[src/rtl/ahbl_pkg.sv]
// ahbl_pkg: shared AHB-Lite transfer/response encodings and default-slave state type
package ahbl_pkg;
    typedef enum logic [1:0] {DS_IDLE, DS_WAIT, DS_ERR1, DS_ERR2} ds_state_t;
    localparam logic [1:0] HTRANS_IDLE   = 2'b00;
    localparam logic [1:0] HTRANS_BUSY   = 2'b01;
    localparam logic [1:0] HTRANS_NONSEQ = 2'b10;
    localparam logic [1:0] HTRANS_SEQ    = 2'b11;
    localparam logic RESP_OKAY  = 1'b0;
    localparam logic RESP_ERROR = 1'b1;
endpackage

[src/rtl/ahbl_default_slave.sv]
// ahbl_default_slave: two-cycle ERROR responder plus optional wait-state watchdog (AHBL_DEC_TIMEOUT_EN)
module ahbl_default_slave
    import ahbl_pkg::*;
#(
    parameter int TIMEOUT_CYCLES = 256
) (
    input  logic clk,
    input  logic rst_n,
    input  logic ready,
    input  logic nxt_def,
`ifdef AHBL_DEC_TIMEOUT_EN
    input  logic nxt_slot,
    input  logic slot_ready,
`endif
    output logic err_phase,
    output logic err_ready,
    output logic timeout_irq
);
    ds_state_t state, state_nxt;

    if (TIMEOUT_CYCLES < 1) begin : g_bad_timeout
        $error("TIMEOUT_CYCLES must be at least 1");
    end

`ifdef AHBL_DEC_TIMEOUT_EN
    localparam int CW = $clog2(TIMEOUT_CYCLES + 1);
    logic [CW-1:0] cnt;
    logic expire;
    assign expire = state == DS_WAIT && !slot_ready && cnt == CW'(TIMEOUT_CYCLES - 1);
    assign timeout_irq = expire;
    // count consecutive stalled cycles of the watched slot; any progress or timeout restarts it
    always_ff @(posedge clk or negedge rst_n) begin
        if (!rst_n) cnt <= '0;
        else cnt <= (state == DS_WAIT && !slot_ready && !expire) ? cnt + 1'b1 : '0;
    end
`else
    assign timeout_irq = 1'b0;
`endif

    // state register
    always_ff @(posedge clk or negedge rst_n) begin
        if (!rst_n) state <= DS_IDLE;
        else state <= state_nxt;
    end

    // next state: a new data phase is only taken when the bus is ready
    always_comb begin
        state_nxt = state;
        if (state == DS_ERR1) state_nxt = DS_ERR2;
`ifdef AHBL_DEC_TIMEOUT_EN
        else if (expire) state_nxt = DS_ERR1;
        else if (ready) state_nxt = nxt_def ? DS_ERR1 : nxt_slot ? DS_WAIT : DS_IDLE;
`else
        else if (ready) state_nxt = nxt_def ? DS_ERR1 : DS_IDLE;
`endif
    end

    // outputs: own the response during both ERROR cycles, ready only in the second
    always_comb begin
        err_phase = state == DS_ERR1 || state == DS_ERR2;
        err_ready = state == DS_ERR2;
    end
endmodule

[src/rtl/ahbl_mmio_decoder.sv]
// ahbl_mmio_decoder: AHB-Lite MMIO slot decoder and response mux; watchdog via AHBL_DEC_TIMEOUT_EN
module ahbl_mmio_decoder
    import ahbl_pkg::*;
#(
    parameter int          NUM_SLAVES     = 4,
    parameter int          SLOT_LSB       = 16,
    parameter logic [31:0] BASE_ADDR      = 32'h7000_0000,
    parameter int          TIMEOUT_CYCLES = 256
) (
    input  logic                    HCLK,
    input  logic                    HRESETN,
    input  logic                    HSEL,
    input  logic [31:0]             HADDR,
    input  logic [1:0]              HTRANS,
    output logic                    HREADY,
    output logic                    HRESP,
    output logic [31:0]             HRDATA,
    output logic [NUM_SLAVES-1:0]   HSEL_S,
    output logic                    HREADY_S,
    input  logic [NUM_SLAVES-1:0]   HREADYOUT_S,
    input  logic [NUM_SLAVES-1:0]   HRESP_S,
    input  logic [32*NUM_SLAVES-1:0] HRDATA_S,
    output logic                    TIMEOUT_IRQ
);
    localparam int AW = 32 - SLOT_LSB;
    localparam int SW = NUM_SLAVES > 1 ? $clog2(NUM_SLAVES) : 1;

    if (NUM_SLAVES < 1 || NUM_SLAVES > 8) begin : g_bad_slaves
        $error("NUM_SLAVES must be 1..8");
    end

    logic [AW-1:0] offset;
    logic          hit, accept, err_phase, err_ready, dp_active, unused_bits;
    logic [SW-1:0] dp_slot;

    assign offset      = HADDR[31:SLOT_LSB] - BASE_ADDR[31:SLOT_LSB];
    assign hit         = HSEL && offset < AW'(NUM_SLAVES);
    assign accept      = HSEL && HREADY && HTRANS[1];
    assign HREADY_S    = HREADY;
    assign unused_bits = ^{HADDR[SLOT_LSB-1:0], HTRANS[0]};

    for (genvar i = 0; i < NUM_SLAVES; i++) begin : g_sel
        assign HSEL_S[i] = hit && offset == AW'(i);
    end

    // data-phase target, advanced only when the current data phase completes
    always_ff @(posedge HCLK or negedge HRESETN) begin
        if (!HRESETN) begin
            dp_active <= 1'b0;
            dp_slot   <= '0;
        end else if (HREADY) begin
            dp_active <= accept && hit;
            dp_slot   <= offset[SW-1:0];
        end
    end

    ahbl_default_slave #(.TIMEOUT_CYCLES(TIMEOUT_CYCLES)) u_default_slave (
        .clk        (HCLK),
        .rst_n      (HRESETN),
        .ready      (HREADY),
        .nxt_def    (accept && !hit),
`ifdef AHBL_DEC_TIMEOUT_EN
        .nxt_slot   (accept && hit),
        .slot_ready (HREADYOUT_S[dp_slot]),
`endif
        .err_phase  (err_phase),
        .err_ready  (err_ready),
        .timeout_irq(TIMEOUT_IRQ)
    );

    // response mux: ERROR sequence overrides the slot, otherwise pass the slot through unregistered
    always_comb begin
        HREADY = err_phase ? err_ready : dp_active ? HREADYOUT_S[dp_slot] : 1'b1;
        HRESP  = err_phase ? RESP_ERROR : dp_active ? HRESP_S[dp_slot] : RESP_OKAY;
        HRDATA = (!err_phase && dp_active) ? HRDATA_S[32*dp_slot +: 32] : 32'h0;
    end
endmodule

[config.mk]
export PLATFORM = sky130hd
export DESIGN_NAME = ahbl_mmio_decoder
export DESIGN_NICKNAME = d
export VERILOG_FILES = /design/src/rtl/ahbl_pkg.sv /design/src/rtl/ahbl_default_slave.sv /design/src/rtl/ahbl_mmio_decoder.sv
export SDC_FILE = /design/constraint.sdc
export NUM_CORES = 1
export LEC_CHECK = 0
export ABC_AREA = 1
export ABC_CLOCK_PERIOD_IN_PS = 1200
export CORE_ASPECT_RATIO = 0.5
export CORE_MARGIN = 3
export CORE_UTILIZATION = 22
export CTS_CLUSTER_SIZE = 40
export DETAILED_ROUTE_END_ITERATION = 8
export HOLD_SLACK_MARGIN = 0.12
export PLACE_DENSITY_LB_ADDON = 0.05
export SLEW_MARGIN = 20
export SYNTH_ARGS = -nofsm -noshare
export SYNTH_HDL_FRONTEND = slang
export SYNTH_SLANG_ARGS = --single-unit
[constraint.sdc]
create_clock -name HCLK -period 1.2 [get_ports HCLK]
set_input_delay 0.12 -clock HCLK [delete_from_list [all_inputs] [get_ports HCLK]]
set_output_delay 0.12 -clock HCLK [all_outputs]
set_load 0.01 [all_outputs]
; ---- Yosys cells after proc, flatten, opt, wreduce, memory -nomap -nowiden
; Index checks and enable logic that the tools add are counted.
[classes]
div_mod_pow = 0
reduce_logical = 15
muxes = 12
eq_ne = 5
addsub = 1
mul = 0
bitwise_logic = 0
shifts = 1
magnitude_cmp = 2
[ops]
columns = op, n
row1 = $shiftx A128 B8 Y32, 1
row2 = $eq A16 B2 Y1 const B, 2
row3 = $mux W32, 1
row4 = $eq A16 B1 Y1 const B, 1
row5 = $logic_not A16 Y1, 1
row6 = $lt A16 B3 Y1 const B, 1
row7 = $sub A16 B15 Y16 const B, 1
row8 = $logic_and A1 B1 Y1, 10
row9 = $mux W1, 6
row10 = $mux W2, 3
row11 = $bmux W1 S2, 2
row12 = $eq A2 B2 Y1 const B, 2
row13 = $lt A2 B3 Y1 const B, 1
row14 = $logic_not A1 Y1, 2
row15 = $reduce_bool A2 Y1, 1
row16 = $logic_or A1 B1 Y1, 1
[word_totals]
register_bits = 5
rom_bits = 0
mem_count = 0
mem_bits_rw = 0
elab_cells = 39
inputBits = 173
output_inout_bits = 40
latch_bits = 0

; ---- Logic depth before layout (Yosys ltp)
; Gate-level depths: netlist (run 1).
[logic_depth]
depth_word = 10
mapped_depth = 10
depth_no_buf = 8

; ---- By module
; Synthesis (run 1) repeated with hierarchy kept, for this count alone.
[hier_totals]
hier_cells = 326
area_unflattened_um2 = 1590.3
[modules_own_cells]
columns = mod, cells_per_inst, area_each_um2, instances, seq_area_each_um2
row1 = ahbl_mmio_decoder, 312, 1491.4, 1, 75.1
row2 = ahbl_default_slave, 14, 98.8, 1, 50.0

; ---- Worst setup path after synthesis (run 1)
; Ideal clock, no wire load.
[synth_timing]
path_type = register to output
start = register dp_slot[0]
end = output port HREADY_S
path_stages_with_launch = 11
required_time_ps = 1080
t_arrival_ps = 1147
n_path_buf = 3
slack_ps = -67
cell_sequence = dfrtp_1 > buf_6 > inv_4 > buf_6 > nand2_1 > nand3_1 > nand2_1 > nand2_2 > nand2_4 > inv_2 > buf_4
[synth_between]
elab_chain_cells = 4
[synth_rtl]
columns = item, line_no
row1 = from (decl), ahbl_mmio_decoder.sv:34  ; logic [SW-1:0] dp_slot;
row2 = from (signal assigned), ahbl_mmio_decoder.sv:53  ; dp_slot <= offset[SW-1:0];
row3 = $bmux W1 S2, ahbl_mmio_decoder.sv:73  ; HREADY = err_phase ? err_ready : dp_active ? HREADYOUT_S[dp_slot] : 1'b1;
row4 = $mux W1 (implied by the code), ahbl_mmio_decoder.sv:73
row5 = $mux W1 (2 in series), ahbl_mmio_decoder.sv:73
row6 = to (decl), ahbl_mmio_decoder.sv:19  ; output logic HREADY_S,
; No other way between the ends. The select of a mux whose other input is x is not followed.

; ---- Worst setup path after layout (run 1)
[layout_timing]
start = register dp_slot[0]
end = output port HRDATA[25]
[layout_between]
elab_chain_cells = 2
[layout_rtl]
columns = item, line_no
row1 = $shiftx A128 B8 Y32, ahbl_mmio_decoder.sv:75  ; HRDATA = (!err_phase && dp_active) ? HRDATA_S[32*dp_slot +: 32] : 32'h0;
row2 = $mux W32, ahbl_mmio_decoder.sv:75
row3 = to (decl), ahbl_mmio_decoder.sv:17  ; output logic [31:0] HRDATA,
; No other way between the ends.

==> impl_metrics.csv, run 1 <==
group,metric,value,unit
outcome,status,"finished with violations",
outcome,violations,"setup timing",
sta,post-route-min-period,1729,ps
power,leakage,0.001869,uW
layout,area_growth_syn_to_layout,183.4,%
sta,hold_viol,0,
power,p_int,4716,uW
layout,diodes,0,
die,die_width,123.7,um
sta,setup_ws,-528.9,ps
layout,fin_area,4319,um2
placement,dpl.cell_count,600,
placement,post_dp_cell_area,3760,um2
sta,fin_crit_sh,1.441,
layout,num-nets-final,713,
synth,syn_nets,491,
clock_tree,cts.path.max_buffers,2,
sta,slew_viol_final,0,
drt,finalWirelength,8911,um
synth,syn-instance-count,318,
layout,fill_cells,544,
power,peakVddDrop,994.7,uV
clock_tree,clock_latency,220,ps
grt,grt_pass1_wl,13040,um
layout,fin_util,0.6769,
placement,routabilityCongestion,0.7741,
grt,grt_pass1_vias,2718,
power,p_seq_frac,0.041,
sta,fin_skew,0.1114,ps
flow_run,max-cap-violations,0,
synth,synth_seq_cells,5,
die,start_util,0.2388,
synth,yosysWarnings,0,
clock_tree,cts_sinks,5,
setup_path,worst_setup_path_end_kind,"output port",
drt,antenna_left,0,
die,rows,20,
die,coreArea,6381,um2
drt,routedWlPerCell,14.21,um
clock_tree,cts_buffers,3,
drt,route.vias.total,2874,
clock_tree,cts_max_level,1,
die,die_area,8022,um2
synth,synthSimpleGateAreaFrac,0.4507,
grt,antenna_found_initial,0,
synth,netlist_area,1524,um2
clock_tree,postCtsHoldBufs,0,
placement,dp_hpwl,6182,um
power,power_switching,3809,uW
placement,io_buffer_count,194,
synth,synth_mux_area_frac,0,
synth,synth-xor-area-share,0,
drt,drt_iter0_drc,112,
layout,drive_above_1_share,0.3302,
synth,synth_compound_area_frac,0.3268,
setup_path,worstSetupPathType,"register to output port",
setup_path,required,1080,ps
synth,avgSynthCellArea,4.792,um2
clock_tree,clk_pin_slew,30,ps
drt,viasPerCell,4.584,
clock_tree,cts_tree,"yes",
power,p_comb_frac,0.896,
synth,synth_top_family_by_area,"simple AND/OR/NAND/NOR gates",
setup_path,path_max_fanout,7,
die,ios,213,
setup_path,critical_path_arrival,1610,ps
drt,firstDrtPassIters,4,
clock_tree,cts_root_buf,"clkbuf_16",
power,power_density,1974,nW/um2
min_path,hold_class,"primary input to async pin",
synth,synthAdderAreaFrac,0,
power,power_switching_share,0.4468,
sta,rsz0062_at_grt,"true",
setup_path,start_kind,"register",
drt,drc,0,
sta,setup_viol,40,
synth,ys_types,21,
layout,finalNonFillerCells,627,
die,die_y,64.85,um
grt,grt_max_degree,33,
sta,fmax,578.4,MHz
synth,yosysSeqAreaShare,0.08210,
power,power_frac_clock,0.063,
grt,globalRouteOverflowTotal,0,
grt,grtUsageTotal,0.2007,
[synthesized netlist by cell type]
library cell  instances  area [um2]
inv_1                 8       30.03
buf_2                 8       40.04
o21ai_0              49       245.2
nand2_1              21       78.83
conb_1                1       3.750
clkbuf_2              2       10.01
buf_4                 2       15.01
nand2_4               1       11.26
a21boi_0              1       7.510
nand3_1               5       25.02
nand2_2               1       6.260
dfrtp_1               5       125.1
o21ai_1              17       85.08
buf_6                 6       67.56
inv_2                 2       7.510
inv_4                 1       6.260
nor2_2                3       18.77
nor3_1                5       25.02
clkbuf_1              9       33.78
a21oi_1              32       160.2
nor2_1              139       521.8
[per-stage QoR]
step	power (uW)	setup WS, ps	TNS (ps)	hold slack, ps
CTS	7753	-494.9	-16600	126.7
detailed placement	5887	-618.0	-20730	360.9
floorplan	3497	-47.09	-406.4	-175.6
finish	8525	-528.9	-16990	120.8
global route	9213	-590.2	-19980	137.9
global placement	5873	-598.3	-20590	352.3
[critical path: stages, from the launching register on]
cell and delay [ps]:
dfrtp_2 470, buf_6 140, buf_6 110, buf_16 140
nor2_1 50, nor2_1 90, o21ai_1 60, a21oi_1 160
buf_2 150
[sequential cells by signal, indices dropped and copies added, names as in the netlist]
register               cells
dp_active                  1
dp_slot                    2
u_default_slave.state      2
[path summary, 6_finish.rpt]
| check | startpoint | slack [ps] | depth (start not counted) | to |
|---|---|---|---|---|
| worst max register to register | dp_slot[0]$_DFFE_PN0P_ | -380 | 11 | dp_active$_DFFE_PN0P_ |
| max in group asynchronous | HRESETN | 870 | 1 | dp_slot[0]$_DFFE_PN0P_ |
| worst min register to register | u_default_slave.state[1]$_DFFE_PN0P_ | 530 | 2 | u_default_slave.state[0]$_DFFE_PN0P_ |
| worst max-delay path | dp_slot[0]$_DFFE_PN0P_ | -530 | 8 | HRDATA[25] |
| worst min-delay path | HRESETN | 120 | 1 | u_default_slave.state[0]$_DFFE_PN0P_ |
| min in group HCLK | HSEL | 430 | 5 | u_default_slave.state[1]$_DFFE_PN0P_ |
[final cells by class]
class | count | area [um2] | share of cell area
timing repair buffer | 244 | 2467 | 0.5713
clock buffer | 4 | 78.83 | 0.01825
tap | 88 | 110.1 | 0.02549
inverter | 11 | 48.80 | 0.01130
multi-input combinational | 275 | 1488 | 0.3444
sequential | 5 | 126.4 | 0.02926
[kinds of logic (layout without fill, tap and decap cells)]
| logic type | after synthesis | count (layout) |
|---|---|---|
| flip-flops | 5 | 5 |
| AND/OR/NAND/NOR | 175 | 175 |
| AO/OA/AOI/OAI | 99 | 99 |
| other | 1 | 1 |
| buffers and inverters | 38 | 259 |
[power by group through the flow]
| stage | clock [uW] | sequential, uW | combinational (uW) |
|---|---|---|---|
| final | 541 | 349 | 7630 |
| after global routing | 558 | 363 | 8290 |
| after CTS | 548 | 346 | 6860 |
| after detailed placement | 0 | 346 | 5540 |
| after global placement | 0 | 344 | 5530 |
| after floorplan | 0 | 285 | 3210 |
[per-layer routing]
| metal | global-route usage | share of wire |
|---|---|---|
| met4 | 0.02759 | 0.0045 |
| met1 | 0.2444 | 0.39 |
| met3 | 0.04621 | 0.11 |
| met2 | 0.3672 | 0.49 |
| met5 | 0 | 0 |
[repair_timing]
item,4_1_cts,5_1_grt
pin swaps,35,43
setup endpoints to repair,44,42
gates cloned,7,3
buffers inserted,11,3
gates resized for setup,265,59
[cells in the final DEF, fill, tap and decap left out, types with 13 or more instances in the layout]
cell type	n
nor2_1	103
o21ai_1	44
clkdlybuf4s50_1	140
o21ai_0	14
buf_6	13
nand2_1	14
nor2_2	25
a21oi_1	17
a21oi_2	15
buf_4	19
nor2_4	14
buf_2	39
No activity file was read; power rests on OpenSTA's default activity.
==> run 2: changes to the inputs <==
--- a/config.mk
+++ b/config.mk
@@ -13,7 +13,8 @@
 export CTS_CLUSTER_SIZE = 40
 export DETAILED_ROUTE_END_ITERATION = 8
 export HOLD_SLACK_MARGIN = 0.12
-export PLACE_DENSITY_LB_ADDON = 0.05
+export MAX_ROUTING_LAYER = met4
+export PLACE_DENSITY = 0.77
 export SLEW_MARGIN = 20
 export SYNTH_ARGS = -nofsm -noshare
 export SYNTH_HDL_FRONTEND = slang
==> impl_metrics.csv, run 2 (synthesized netlist as in run 1, its figures left out) <==
group,metric,value,unit
sta,post-route-min-period,1765,ps
die,rows,20,
grt,antenna_found_initial,0,
placement,dpl.cell_count,600,
placement,dp_worst_setup_slack,-614.3,ps
placement,io_buffer_count,194,
layout,top_regs,"dp_slot x2, u_default_slave.state x2, dp_active x1",
sta,slew_viol_final,0,
power,peakVddDrop,1069,uV
clock_tree,cts_buffers,3,
sta,setup_viol,40,
layout,finalNonFillerCells,622,
sta,setup_ws,-565.1,ps
die,die_y,64.85,um
flow_run,max-cap-violations,0,
sta,fmax,566.5,MHz
drt,finalWirelength,9764,um
sta,fin_crit_sh,1.471,
outcome,violations,"setup timing",
die,start_util,0.2388,
drt,viasPerCell,4.682,
sta,rsz0062_at_grt,"true",
sta,fin_skew,0.3381,ps
grt,globalRouteOverflowTotal,0,
placement,routabilityCongestion,0.8997,
die,die_area,8022,um2
layout,fill_cells,517,
setup_path,slowest_delay,480,ps
die,die_width,123.7,um
grt,grt_pass1_wl,13900,um
power,leakage,0.001802,uW
grt,grt_pass1_vias,2847,
setup_path,crit_path_cell_trace,"buf_6 > buf_16 > nor2_2 > nor2_1 > o21ai_1 > a21oi_1 > buf_2",
drt,route.vias.total,2912,
drt,antenna_left,0,
clock_tree,clk_pin_slew,30,ps
clock_tree,cts_sinks,5,
setup_path,required,1080,ps
clock_tree,clock_latency,230,ps
power,power_density,1957,nW/um2
layout,area_growth_syn_to_layout,176.8,%
clock_tree,cts_max_level,1,
die,coreArea,6381,um2
layout,diodes,0,
setup_path,path_max_fanout,7,
layout,final_cell_mix,"138 x clkdlybuf4s50_1, 90 x nor2_1, 57 x o21ai_1",
clock_tree,cts.path.max_buffers,2,
setup_path,worst_setup_path_end_kind,"output port",
clock_tree,postCtsHoldBufs,0,
setup_path,worstSetupPathType,"register to output port",
setup_path,start_kind,"register",
placement,dp_hpwl,6687,um
setup_path,crit_path_top_delay_cell,"dfrtp_2",
drt,routedWlPerCell,15.70,um
drt,firstDrtPassIters,4,
clock_tree,cts_tree,"yes",
clock_tree,cts_root_buf,"clkbuf_16",
sta,hold_slack,123.5,ps
setup_path,cp_top_family,"buffers and inverters",
sta,finalSetupTns,-16680,ps
setup_path,crit_buf_inv,3,
sta,hold_viol,0,
drt,drc,0,
drt,drt_iter0_drc,146,
layout,drive_above_1_share,0.3633,
grt,grt_max_degree,29,
setup_path,critical_path_arrival,1650,ps
grt,grtUsageTotal,0.2231,
min_path,hold_class,"primary input to async pin",
die,ios,213,
outcome,status,"finished with violations",
layout,layout_commonest_cell,"clkdlybuf4s50_1",
layout,num-nets-final,708,
==> run 2: cell types whose count changed in the layout (fill, tap and decap cells not counted), sizes merged <==
cell / change
bufbuf: -2
clkbuf: -7
dlygate4sd2: +1
clkdlybuf4s15: -4
clkdlybuf4s50: -2
dlymetal6s2s: +1
buf: +8
==> run 2: timing repair <==
item                       in CTS  in global routing
gates cloned                    5                  0
pin swaps                      54                 59
gates resized for setup       303                 67
buffers inserted               16                  4
setup endpoints to repair      44                 44
==> run 2: metrics by stage <==
step | utilization | cell area [um2] | total power (uW)
3_5_place_dp | 0.5892 | 3760 | 5981
2_1_floorplan | - | 1585 | 3497
6_report | 0.6612 | 4219 | 8257
3_3_place_gp | 0.5892 | 3760 | 5940
4_1_cts | 0.6363 | 4060 | 7795
5_1_grt | 0.6612 | 4219 | 8849
==> run 2: worst register-to-register path, cell delays in order, from the launching register on <==
cell	delay [ps]
dfrtp_2	480
buf_6	180
buf_6	110
nand2_2	40
nand3_2	50
nand2_2	70
nand2_4	80
nand2_4	60
buf_6	140
nor2_4	90
nor2_2	40
==> run 2: path summary, 6_finish.rpt <==
check / start / endpoint / slack [ps] / cells past startpoint
min reg2reg: u_default_slave.state[1]$_DFFE_PN0P_ / u_default_slave.state[0]$_DFFE_PN0P_ / 570 / 2
min: HRESETN / u_default_slave.state[0]$_DFFE_PN0P_ / 120 / 1
max reg2reg: dp_slot[0]$_DFFE_PN0P_ / dp_active$_DFFE_PN0P_ / -250 / 10
max: dp_slot[0]$_DFFE_PN0P_ / HRDATA[28] / -570 / 7
min in group HCLK: HADDR[17] / dp_slot[1]$_DFFE_PN0P_ / 380 / 4
max in group asynchronous: HRESETN / dp_slot[1]$_DFFE_PN0P_ / 860 / 1
==> run 2: layout make-up <==
| cell class | instances | area (um2) | area share |
|---|---|---|---|
| timing repair buffer | 239 | 2302 | 0.5457 |
| sequential | 5 | 127.6 | 0.03025 |
| multi-input combinational | 275 | 1554 | 0.3683 |
| inverter | 11 | 46.29 | 0.01097 |
| clock buffer | 4 | 78.83 | 0.01868 |
| tap | 88 | 110.1 | 0.02610 |
==> run 2: routing by layer <==
metal	part of all wire	global-route usage	wire, um	vias up
li1	-	-	-	1466
met4	0.018	0.06483	180	0
met3	0.065	0.02616	638	19
met5	0	-	0	-
met1	0.39	0.2570	3839	1323
met2	0.52	0.4082	5106	104
==> run 2: power breakdown <==
part	switching [uW]	total, uW	internal, uW
combinational	3760	7330	3560
clock	111	552	440
sequential	121	380	259
==> run 3: changes to the inputs <==
--- a/config.mk
+++ b/config.mk
@@ -14,8 +14,7 @@
 export DETAILED_ROUTE_END_ITERATION = 8
 export HOLD_SLACK_MARGIN = 0.12
 export MAX_ROUTING_LAYER = met4
-export PLACE_DENSITY = 0.77
-export SLEW_MARGIN = 20
+export PLACE_DENSITY_LB_ADDON = 0.25
 export SYNTH_ARGS = -nofsm -noshare
 export SYNTH_HDL_FRONTEND = slang
 export SYNTH_SLANG_ARGS = --single-unit
==> impl_metrics.csv, run 3 (synthesized netlist as in run 1, its figures left out) <==
group,metric,value,unit
outcome,status,"finished with violations",
outcome,violations,"setup timing",
die,die_area,8022,um2
placement,post_dp_cell_area,3742,um2
power,p_seq_frac,0.041,
sta,fin_crit_sh,1.371,
grt,grt_pass1_vias,2635,
drt,viasPerCell,4.521,
setup_path,cp_top_family,"buffers and inverters",
min_path,holdPathStages,4,
clock_tree,cts_max_level,1,
setup_path,crit_path_cell_trace,"buf_12 > buf_8 > buf_16 > nor2_4 > nor2_1 > o21ai_1 > a21oi_2 > buf_2",
sta,rsz0062_at_grt,"true",
drt,antenna_left,0,
grt,grt_max_degree,27,
placement,dp_worst_setup_slack,-593.5,ps
setup_path,slowest_delay,420,ps
layout,regArea,126.4,um2
die,ios,213,
grt,grt_pass1_wl,12630,um
drt,finalWirelength,8572,um
sta,setup_ws,-445.0,ps
sta,setup_viol,40,
power,power_frac_clock,0.071,
clock_tree,clock_latency,230,ps
placement,io_buffer_count,194,
setup_path,timing.rr.start,"dp_slot[0]$_DFFE_PN0P_",
setup_path,worstSetupPathType,"register to output port",
power,power_switching,3675,uW
clock_tree,cts_sinks,5,
layout,multiInputGateArea,1518,um2
layout,final_cell_mix,"138 x clkdlybuf4s50_1, 91 x nor2_1, 50 x o21ai_1",
clock_tree,cts_root_buf,"clkbuf_16",
die,die_y,64.85,um
min_path,whs_endpoint,"dp_slot[0]$_DFFE_PN0P_",
min_path,hold_class,"primary input to register",
sta,slew_viol_final,0,
drt,routedWlPerCell,13.96,um
setup_path,critical_path_arrival,1530,ps
layout,num-nets-final,700,
setup_path,worst_setup_path_end_kind,"output port",
layout,diodes,0,
placement,dp_hpwl,6099,um
drt,route.vias.total,2776,
sta,post-route-min-period,1645,ps
drt,firstDrtPassIters,4,
drt,drt_iter0_drc,117,
clock_tree,cts_tree,"yes",
clock_tree,cts.path.max_buffers,2,
placement,routabilityCongestion,0.7945,
flow_run,max-cap-violations,0,
sta,fin_skew,1.610,ps
grt,globalRouteOverflowTotal,0,
power,leakage,0.001739,uW
setup_path,r2r-end,"dp_active$_DFFE_PN0P_",
setup_path,regToRegSetupSlack,-410,ps
grt,antenna_found_initial,0,
power,p_int,4043,uW
drt,drc,0,
die,rows,20,
setup_path,r2r_cells,12,
die,start_util,0.2388,
min_path,min_from,"HADDR[16]",
layout,drive_above_1_share,0.2985,
die,coreArea,6381,um2
power,p_comb_frac,0.889,
sta,fmax,607.9,MHz
setup_path,crit_path_top_delay_cell,"dfrtp_2",
setup_path,start_kind,"register",
die,die_width,123.7,um
layout,fin_util,0.6524,
power,power_density,1854,nW/um2
clock_tree,clk_pin_slew,30,ps
layout,fin_area,4163,um2
setup_path,crit_buf_inv,4,
power,peakVddDrop,1011,uV
layout,area_growth_syn_to_layout,173.2,%
layout,top_regs,"dp_slot x2, u_default_slave.state x2, dp_active x1",
setup_path,path_max_fanout,8,
layout,layout_commonest_cell,"clkdlybuf4s50_1",
clock_tree,cts_buffers,3,
setup_path,required,1080,ps
sta,hold_viol,0,
setup_path,crit_cells,8,
grt,grtUsageTotal,0.1989,
power,power_switching_share,0.4762,
layout,fill_cells,602,
-- run 3: layout make-up --
cell class                      instances  area share
Tap cell                               88     0.02645
Inverter                               11     0.01172
Multi-Input combinational cell        275      0.3646
Clock buffer                            4     0.01894
Sequential cell                         5     0.03036
Timing Repair Buffer                  231      0.5479
-- run 3: worst max path at each step --
stage	startpoint	endpoint	slack, ps
floorplan	dp_slot[0]$_DFFE_PN0P_	HREADY_S	-50
global placement	HADDR[28]	HSEL_S[2]	-540
detailed placement	HADDR[28]	HSEL_S[1]	-590
CTS	dp_slot[0]$_DFFE_PN0P_	HRDATA[17]	-420
global route	dp_slot[0]$_DFFE_PN0P_	HRDATA[4]	-520
finish	dp_slot[0]$_DFFE_PN0P_	HRDATA[21]	-450
-- run 3: timing repair --
| item | 4_1_cts | 5_1_grt |
|---|---|---|
| gates cloned | 6 | 0 |
| buffers inserted | 7 | 0 |
| setup endpoints to repair | 44 | 44 |
| endpoints found under the hold margin | 2 | 0 |
| pin swaps | 60 | 38 |
| hold buffers | 1 | 0 |
| gates resized for setup | 270 | 43 |
-- run 3: power groups by stage --
stage / sequential, uW / clock, uW / combinational (uW)
2_1_floorplan: 285 / 0 / 3210
3_3_place_gp: 335 / 0 / 5480
3_5_place_dp: 342 / 0 / 5500
4_1_cts: 312 / 557 / 6640
5_1_grt: 325 / 570 / 7470
6_report: 313 / 547 / 6860
-- run 3: tightest hold or removal path: stages --
cell and delay [ps]:
dlygate4sd2_1 280, inv_1 100, buf_4 110, o21ai_1 50
-- run 3: per-stage QoR --
stage	hold WS, ps	total power, uW	cells	TNS [ps]
floorplan	-175.6	3497	318	-406.4
global placement	354.0	5819	596	-19720
detailed placement	356.9	5844	596	-20680
CTS	472.3	7507	614	-15560
global route	517.9	8362	614	-18770
finish	476.0	7719	614	-15860
-- run 3: layer usage --
layer,part of all wire,track usage
met1,0.41,0.2394
met2,0.51,0.3531
met3,0.076,0.02528
met4,0.0099,0.04966
met5,0,-
